`config.mk`:
```
export PLATFORM = sky130hd
export DESIGN_NAME = irq_ctrl_flat
export DESIGN_NICKNAME = d
export VERILOG_FILES = /design/src/rtl/irq_pkg.sv /design/src/rtl/irq_ctrl_if.sv /design/src/rtl/irq_sync_edge.sv /design/src/rtl/irq_ctrl.sv /design/src/flat_wrapper.sv
export SDC_FILE = /design/constraint.sdc
export NUM_CORES = 1
export LEC_CHECK = 0
export CORE_MARGIN = 2
export CORE_UTILIZATION = 25
export CTS_BUF_LIST = sky130_fd_sc_hd__clkbuf_16
export CTS_CLUSTER_SIZE = 28
export DETAILED_ROUTE_END_ITERATION = 7
export DONT_BUFFER_PORTS = 1
export SYNTH_ARGS = -nofsm -noshare
export SYNTH_HDL_FRONTEND = slang
export SYNTH_SLANG_ARGS = --single-unit
```
`constraint.sdc`:
```
create_clock -name clk -period 1.6 [get_ports clk]
set_input_delay 0.4 -clock clk [delete_from_list [all_inputs] [get_ports clk]]
set_output_delay 0.4 -clock clk [all_outputs]
set_load 0.1 [all_outputs]
```
`src/rtl/irq_pkg.sv`:
```
// Shared constants, width helpers and the fixed-priority encoder used by
// the multi-source interrupt controller.
package irq_pkg;

    localparam int MAX_SRC = 32;

    typedef int unsigned        width_t;
    typedef logic [MAX_SRC-1:0] src_vec_t;

    function automatic width_t id_w(input int n);
        return (n > 1) ? width_t'($clog2(n)) : width_t'(1);
    endfunction

    function automatic width_t pulse_cnt_w(input int len);
        return width_t'($clog2(len + 1));
    endfunction

    // Index 0 is the highest priority; an empty request vector yields 0.
    function automatic int lowest_set(input src_vec_t req);
        int idx;
        idx = 0;
        for (int i = MAX_SRC - 1; i >= 0; i--) begin
            if (req[i]) idx = i;
        end
        return idx;
    endfunction

endpackage

```
`src/rtl/irq_ctrl_if.sv`:
```
// Request/acknowledge/status bundle between interrupt sources, the CPU
// side and the interrupt controller.
interface irq_ctrl_if #(
    parameter int NUM_SRC = 4
);
    import irq_pkg::*;

    localparam int ID_W = id_w(NUM_SRC);

    logic [NUM_SRC-1:0] src;
    logic [NUM_SRC-1:0] mask;
    logic               ack_valid;
    logic [ID_W-1:0]    ack_id;
    logic [NUM_SRC-1:0] pending;
    logic [NUM_SRC-1:0] overflow;
    logic               irq;
    logic               irq_pulse;
    logic [ID_W-1:0]    irq_id;
    logic               irq_valid;

    modport master (
        output src, mask, ack_valid, ack_id,
        input  pending, overflow, irq, irq_pulse, irq_id, irq_valid
    );

    modport slave (
        input  src, mask, ack_valid, ack_id,
        output pending, overflow, irq, irq_pulse, irq_id, irq_valid
    );

endinterface

```
`src/rtl/irq_sync_edge.sv`:
```
// Multi-flop synchroniser for one asynchronous request line followed by a
// rising-edge detector on the synchronised value.
module irq_sync_edge #(
    parameter int SYNC_STAGES = 2
) (
    input  logic clk,
    input  logic rst_n,
    input  logic async_in,
    output logic edge_out
);

    logic [SYNC_STAGES-1:0] sync_d, sync_q;
    logic                   prev_d, prev_q;

    always_comb begin
        sync_d = {sync_q[SYNC_STAGES-2:0], async_in};
        prev_d = sync_q[SYNC_STAGES-1];
    end

    always_ff @(posedge clk or negedge rst_n) begin
        if (!rst_n) begin
            sync_q <= '0;
            prev_q <= 1'b0;
        end else begin
            sync_q <= sync_d;
            prev_q <= prev_d;
        end
    end

    assign edge_out = sync_q[SYNC_STAGES-1] & ~prev_q;

endmodule

```
`src/rtl/irq_ctrl.sv`:
```
// Multi-source interrupt controller: per-source edge capture into sticky
// pending bits, overflow tracking, level/pulse IRQ and priority-encoded ID.
module irq_ctrl
    import irq_pkg::*;
#(
    parameter int NUM_SRC     = 4,
    parameter int PULSE_LEN   = 3,
    parameter int SYNC_STAGES = 2
) (
    input  logic       clk,
    input  logic       rst_n,
    irq_ctrl_if.slave  bus
);

    localparam int ID_W  = id_w(NUM_SRC);
    localparam int CNT_W = pulse_cnt_w(PULSE_LEN);

    logic [NUM_SRC-1:0] src_edge;
    logic [NUM_SRC-1:0] ack_hit;
    logic [NUM_SRC-1:0] enabled_d;
    logic [NUM_SRC-1:0] pending_d, pending_q;
    logic [NUM_SRC-1:0] overflow_d, overflow_q;
    logic               irq_d, irq_q;
    logic               irq_pulse_d, irq_pulse_q;
    logic [ID_W-1:0]    irq_id_d, irq_id_q;
    logic [CNT_W-1:0]   cnt_d, cnt_q;
    src_vec_t           prio_req;

    for (genvar g = 0; g < NUM_SRC; g++) begin : g_src
        irq_sync_edge #(
            .SYNC_STAGES (SYNC_STAGES)
        ) u_sync_edge (
            .clk      (clk),
            .rst_n    (rst_n),
            .async_in (bus.src[g]),
            .edge_out (src_edge[g])
        );
    end

    always_comb begin
        ack_hit = '0;
        for (int i = 0; i < NUM_SRC; i++) begin
            ack_hit[i] = bus.ack_valid && (bus.ack_id == ID_W'(i));
        end

        // A new edge wins over a same-cycle acknowledge, so no event is lost.
        pending_d  = src_edge | (pending_q & ~ack_hit);
        overflow_d = (overflow_q | (src_edge & pending_q)) & ~ack_hit;

        // Outputs follow the next-state pending so they move on the same edge.
        enabled_d              = pending_d & bus.mask;
        prio_req               = '0;
        prio_req[NUM_SRC-1:0]  = enabled_d;
        irq_d                  = |enabled_d;
        irq_id_d               = ID_W'(lowest_set(prio_req));

        if ((src_edge & bus.mask) != '0) begin
            cnt_d = CNT_W'(PULSE_LEN);
        end else if (cnt_q != '0) begin
            cnt_d = cnt_q - CNT_W'(1);
        end else begin
            cnt_d = '0;
        end
        irq_pulse_d = (cnt_d != '0);
    end

    always_ff @(posedge clk or negedge rst_n) begin
        if (!rst_n) begin
            pending_q   <= '0;
            overflow_q  <= '0;
            irq_q       <= 1'b0;
            irq_id_q    <= '0;
            irq_pulse_q <= 1'b0;
            cnt_q       <= '0;
        end else begin
            pending_q   <= pending_d;
            overflow_q  <= overflow_d;
            irq_q       <= irq_d;
            irq_id_q    <= irq_id_d;
            irq_pulse_q <= irq_pulse_d;
            cnt_q       <= cnt_d;
        end
    end

    assign bus.pending   = pending_q;
    assign bus.overflow  = overflow_q;
    assign bus.irq       = irq_q;
    assign bus.irq_valid = irq_q;
    assign bus.irq_id    = irq_id_q;
    assign bus.irq_pulse = irq_pulse_q;

endmodule

```
`src/flat_wrapper.sv`:
```
// flat-port wrapper written by rule: the top's interface ports become plain ports
module irq_ctrl_flat import irq_pkg::*;
#(
    parameter int NUM_SRC     = 4,
    parameter int PULSE_LEN   = 3,
    parameter int SYNC_STAGES = 2
)
  (clk, rst_n, bus_src, bus_mask, bus_ack_valid, bus_ack_id, bus_pending, bus_overflow, bus_irq, bus_irq_pulse, bus_irq_id, bus_irq_valid);
  irq_ctrl_if #(.NUM_SRC(NUM_SRC)) bus_i ();
  input  logic clk;
  input  logic rst_n;
  input wire logic [$bits(bus_i.src)-1:0] bus_src;
  input wire logic [$bits(bus_i.mask)-1:0] bus_mask;
  input wire logic [$bits(bus_i.ack_valid)-1:0] bus_ack_valid;
  input wire logic [$bits(bus_i.ack_id)-1:0] bus_ack_id;
  output wire logic [$bits(bus_i.pending)-1:0] bus_pending;
  output wire logic [$bits(bus_i.overflow)-1:0] bus_overflow;
  output wire logic [$bits(bus_i.irq)-1:0] bus_irq;
  output wire logic [$bits(bus_i.irq_pulse)-1:0] bus_irq_pulse;
  output wire logic [$bits(bus_i.irq_id)-1:0] bus_irq_id;
  output wire logic [$bits(bus_i.irq_valid)-1:0] bus_irq_valid;
  assign bus_i.src = bus_src;
  assign bus_i.mask = bus_mask;
  assign bus_i.ack_valid = bus_ack_valid;
  assign bus_i.ack_id = bus_ack_id;
  assign bus_pending = bus_i.pending;
  assign bus_overflow = bus_i.overflow;
  assign bus_irq = bus_i.irq;
  assign bus_irq_pulse = bus_i.irq_pulse;
  assign bus_irq_id = bus_i.irq_id;
  assign bus_irq_valid = bus_i.irq_valid;
  irq_ctrl #(.NUM_SRC(NUM_SRC), .PULSE_LEN(PULSE_LEN), .SYNC_STAGES(SYNC_STAGES)) u_core (.clk(clk), .rst_n(rst_n), .bus(bus_i));
endmodule
```
# Word level (Yosys, flattened, before mapping)
# Index checks and enable logic that the tools add are counted.
[totals] output_inout_bits=13 inputBits=13 wordCells=49 ff_bits=26
[op_classes] bitwise=16 n_mux=6 reduce_logical=9 addsub=1 eq_ne=3
[ops] cell="$and 4x4->4" n=5
[ops] cell="$mux 2" n=6
[ops] cell="$or 4x4->4" n=2
[ops] cell="$and 1x1->1" n=4
[ops] cell="$eq 2x2->1 const B" n=2
[ops] cell="$logic_and 1x1->1" n=4
[ops] cell="$not 1->1" n=4
[ops] cell="$not 4->4" n=1
[ops] cell="$reduce_bool 2->1" n=2
[ops] cell="$reduce_bool 4->1" n=1
[ops] cell="$reduce_or 4->1" n=1
[ops] cell="$eq 2x1->1 const B" n=1
[ops] cell="$logic_not 2->1" n=1
[ops] cell="$sub 2x1->2 const B" n=1

# Logic depth before layout (Yosys ltp)
[logic_depth] word_depth=10 depth_mapped=5 depth_no_buf=5

# Hierarchy
# Synthesis repeated with hierarchy kept, for this count alone.
[hier_totals] cells_unflattened=67 area_unflattened_um2=938.4
[by_module_without_submodules] mod="irq_ctrl" cells_per_inst=51 area_each_um2=583.1 seq_area_each_um2=350.3 instances=1
[by_module_without_submodules] mod="irq_sync_edge" cells_per_inst=4 area_each_um2=88.8 seq_area_each_um2=75.1 instances=4

# Worst setup path before layout
# No wires, ideal clock.
[synth_path] path_kind="flip-flop to output port" from="register u_core.irq_q (netlist: u_core.bus.irq)" to="output port bus_irq_valid" required_time_ns=1.200 slack_ns=-0.124 stages_incl_launch_ff=2 t_arrival_ns=1.324 n_path_buf=1 path_cell_list="dfrtp_1 > buf_4"
[synth_lines] element="start: declaration" line="irq_ctrl.sv:23" text="logic irq_d, irq_q;"
[synth_lines] element="start signal: assignment" line="irq_ctrl.sv:78" text="irq_q <= irq_d;"
[synth_lines] element="end: declaration" line="flat_wrapper.sv:21" text="output wire logic [$bits(bus_i.irq_valid)-1:0] bus_irq_valid;"
# No word-level cell between the ends.

# Worst setup path after layout
[layout_path] from="register u_core.pending_q[2] (netlist: u_core.bus.pending[2])" to="output port bus_pending[2]"
[layout_lines] element="start: declaration" line="irq_ctrl.sv:21" text="logic [NUM_SRC-1:0] pending_d, pending_q;"
[layout_lines] element="start signal: assignment" line="irq_ctrl.sv:76" text="pending_q <= pending_d;"
[layout_lines] element="end: declaration" line="flat_wrapper.sv:16" text="output wire logic [$bits(bus_i.pending)-1:0] bus_pending;"
# No word-level cell between the ends.

==> results.ini <==
[placement]
numPortBuffers = 0
dpl.cell_count = 122
dp_slack_ns = 0.293
dp_hpwl_um = 1240
globalplace.congestion = 0.794

[final_layout]
ff_latch_area_um2 = 652
fin_nets = 96
multiInputGateArea_um2 = 220
layout_common_cells = dfrtp_1 (25), buf_4 (11), a21o_1 (5), inv_1 (5), a21oi_1 (5)
synthToLayoutAreaGrowth_pct = 32.2
utilization_pct = 35.0
mostFrequentLayoutCell = dfrtp_1
antennaDiodeCount = 0
drive_above_1_share_pct = 25.6
fin_cells = 128
n_fill_cell = 330

[floorplanning]
initial_core_util_pct = 26.5
dieWidth_um = 63.9
io_pins = 26
num_rows = 21
die_y_um = 63.9
core_um2 = 3390
dieArea_um2 = 4080

[critical_path]
cp_data_required_time_ns = 1.20
cpPeakStageDelay_ns = 0.37
regToRegEndpoint = u_core.bus.irq_pulse
cp-end-kind = output port
cp_num_cells = 1
r2r_slack_ns = 0.32
worstPathCellList = buf_4
worstPathMaxFanout = 2
arrival_ns = 0.93
worstSetupPathType = flip-flop to output port
crit_slowest_cell = dfrtp_1
start_kind = flip-flop
reg2regPathDepth = 4
crit_buf_inv = 1
timing.rr.start = u_core.g_src[0].u_sync_edge.sync_q[1]
path_delay_family = flip-flops

[synth]
synth_area_leader_cell = dfrtp_1
synthSimpleGateAreaFrac_pct = 8.51
synthTopCellsByArea = dfrtp_1 (73%), a21o_1 (4.2%), a21oi_1 (2.8%)
synth_area_um2 = 897
synth_cell_types = 16
synth_xor_xnor_area_share_pct = 0
synth_compound_area_share_pct = 16.0
synth_mux_area_share_pct = 0
synthAdderAreaFrac_pct = 0
yosys.area.top_type_share_pct = 72.5
synthesis.nets = 78
synth_top_family_by_area = compound AO/OA/AOI/OAI gates
synth_cells = 65
yosysSeqAreaShare_pct = 72.5
yosys_warnings = 0
synth-seq-cells = 26
synth_area_per_cell_um2 = 13.8

[sta]
clock_skew_ns = 0.00168
fin_hold_ws_ns = 0.170
setup_slack_ns = 0.267
worst_slew_pin_slew_ns = 0.295
period_share_pct = 83.3
setup_viol = 0
drv_slew = 0
rsz0062_at_grt = no
timing.fmax_mhz = 750
fin_tns_setup_ns = 0
slew_headroom_pct = 80.4
period_minus_slack_ns = 1.33
hold_viol = 0

[drt]
avgRoutedWirePerCell_um = 12.7
vias = 552
ant_nets = 0
route.detailed.drc = 0
drt-initial-drc-count = 13
dr.max_layer_used = met3
wl_um = 1620
first_pass_iters = 3
vias_per_cell = 4.31
dr_wl_met3_um = 242
wl_met2_um = 755
wl_met1_um = 625

[clock_network]
cts.clk_slew.worst_paths_ns = 0.06
post_cts_buffers = 0
clk_path_buf_depth = 2
cts_tree = yes
numCtsBuffers = 3
hold_buffers = 2
post_cts_resize_count = 0
cts.sink_count = 26
clock-root-buffer = clkbuf_16
h-tree-depth = 1
clk_latency_ns = 0.25

[global_routing]
overflow = 0
grt_pass1_wl_um = 2790
grt_pass1_vias = 599
grt_start_max_net_pins = 27
grt_antenna_before_repair = 0
track_usage_pct = 8.67

[min_path]
hold_end = u_core.g_src[2].u_sync_edge.sync_q[0]
min_path_type = primary input to flip-flop
hold_path_startpoint = bus_src[2]
whs_path_depth = 0

[power_and_ir_drop]
cellLeakagePower_nw = 0.530
irDropWorstVdd_v = 0.000605
powerDensity_nw_per_um2 = 1670

[flow_run]
cap_viol_max_count = 0

[status]
status = finished clean

[cells by family (layout without fill, tap and decap cells)]
kind of cell	Yosys count	count (layout)
flops	26	26
compound gates	20	20
simple gates	13	13
buf+inv	6	23
[cells in the mapped netlist]
| cell type | number |
|---|---|
| inv_1 | 5 |
| or3b_1 | 1 |
| nand2_1 | 3 |
| a22oi_1 | 3 |
| a21oi_1 | 5 |
| or2_2 | 1 |
| nand3_1 | 2 |
| nand3b_1 | 2 |
| o211ai_1 | 1 |
| nor2b_1 | 4 |
| a221oi_2 | 1 |
| buf_4 | 1 |
| dfrtp_1 | 26 |
| a31oi_1 | 4 |
| a21boi_2 | 1 |
| a21o_1 | 5 |
[where the power goes]
part           total, mW  internal [mW]  switching, mW
sequential         0.753          0.725         0.0285
combinational      0.525          0.110          0.414
clock              0.709          0.497          0.212
total               1.99           1.33          0.655
[through the flow]
stage / power [mW] / instance area (um2)
finish: 1.99 / 1190
global route: 2.06 / 1190
CTS: 2.00 / 1190
detailed placement: 1.27 / 1050
global placement: 1.27 / 1050
floorplan: 1.17 / 898
[registers in the layout, summed over array words and instances (netlist names)]
signal	cells
u_core.bus.irq	1
u_core.bus.irq_id	2
u_core.bus.irq_pulse	1
u_core.bus.overflow	4
u_core.bus.pending	4
u_core.cnt_q	2
u_core.g_src.u_sync_edge.prev_q	4
u_core.g_src.u_sync_edge.sync_q	8
[routing by layer]
layer	up-vias	track usage, %
met2	22	13.0
met1	268	9.90
li1	262	-
met3	0	5.46
met5	-	0
met4	0	3.26
[worst max path at each step]
stage                                      end             startpoint
after global placement    u_core.bus.irq_id[1]          bus_ack_id[1]
after global routing            bus_pending[1]  u_core.bus.pending[1]
after CTS                       bus_pending[1]  u_core.bus.pending[1]
final                           bus_pending[2]  u_core.bus.pending[2]
after floorplan           u_core.bus.irq_id[1]  u_core.bus.pending[2]
after detailed placement  u_core.bus.irq_id[1]          bus_ack_id[1]
[worst reg2reg max path: stages (launching register included)]
cell     delay, ns
dfrtp_1       0.38
nor2b_1       0.17
a22oi_1       0.21
nand2_1       0.12
or2_2         0.29
[layout make-up]
type | instances | share of cell area (%)
clock inverters | 1 | 2.53
repair buffers | 14 | 11.2
inverters | 5 | 1.58
well taps | 46 | 4.85
clock buffers | 3 | 6.33
multi-input cells | 33 | 18.6
flip-flops and latches | 26 | 55.0
(Power assumes the default switching activity.)
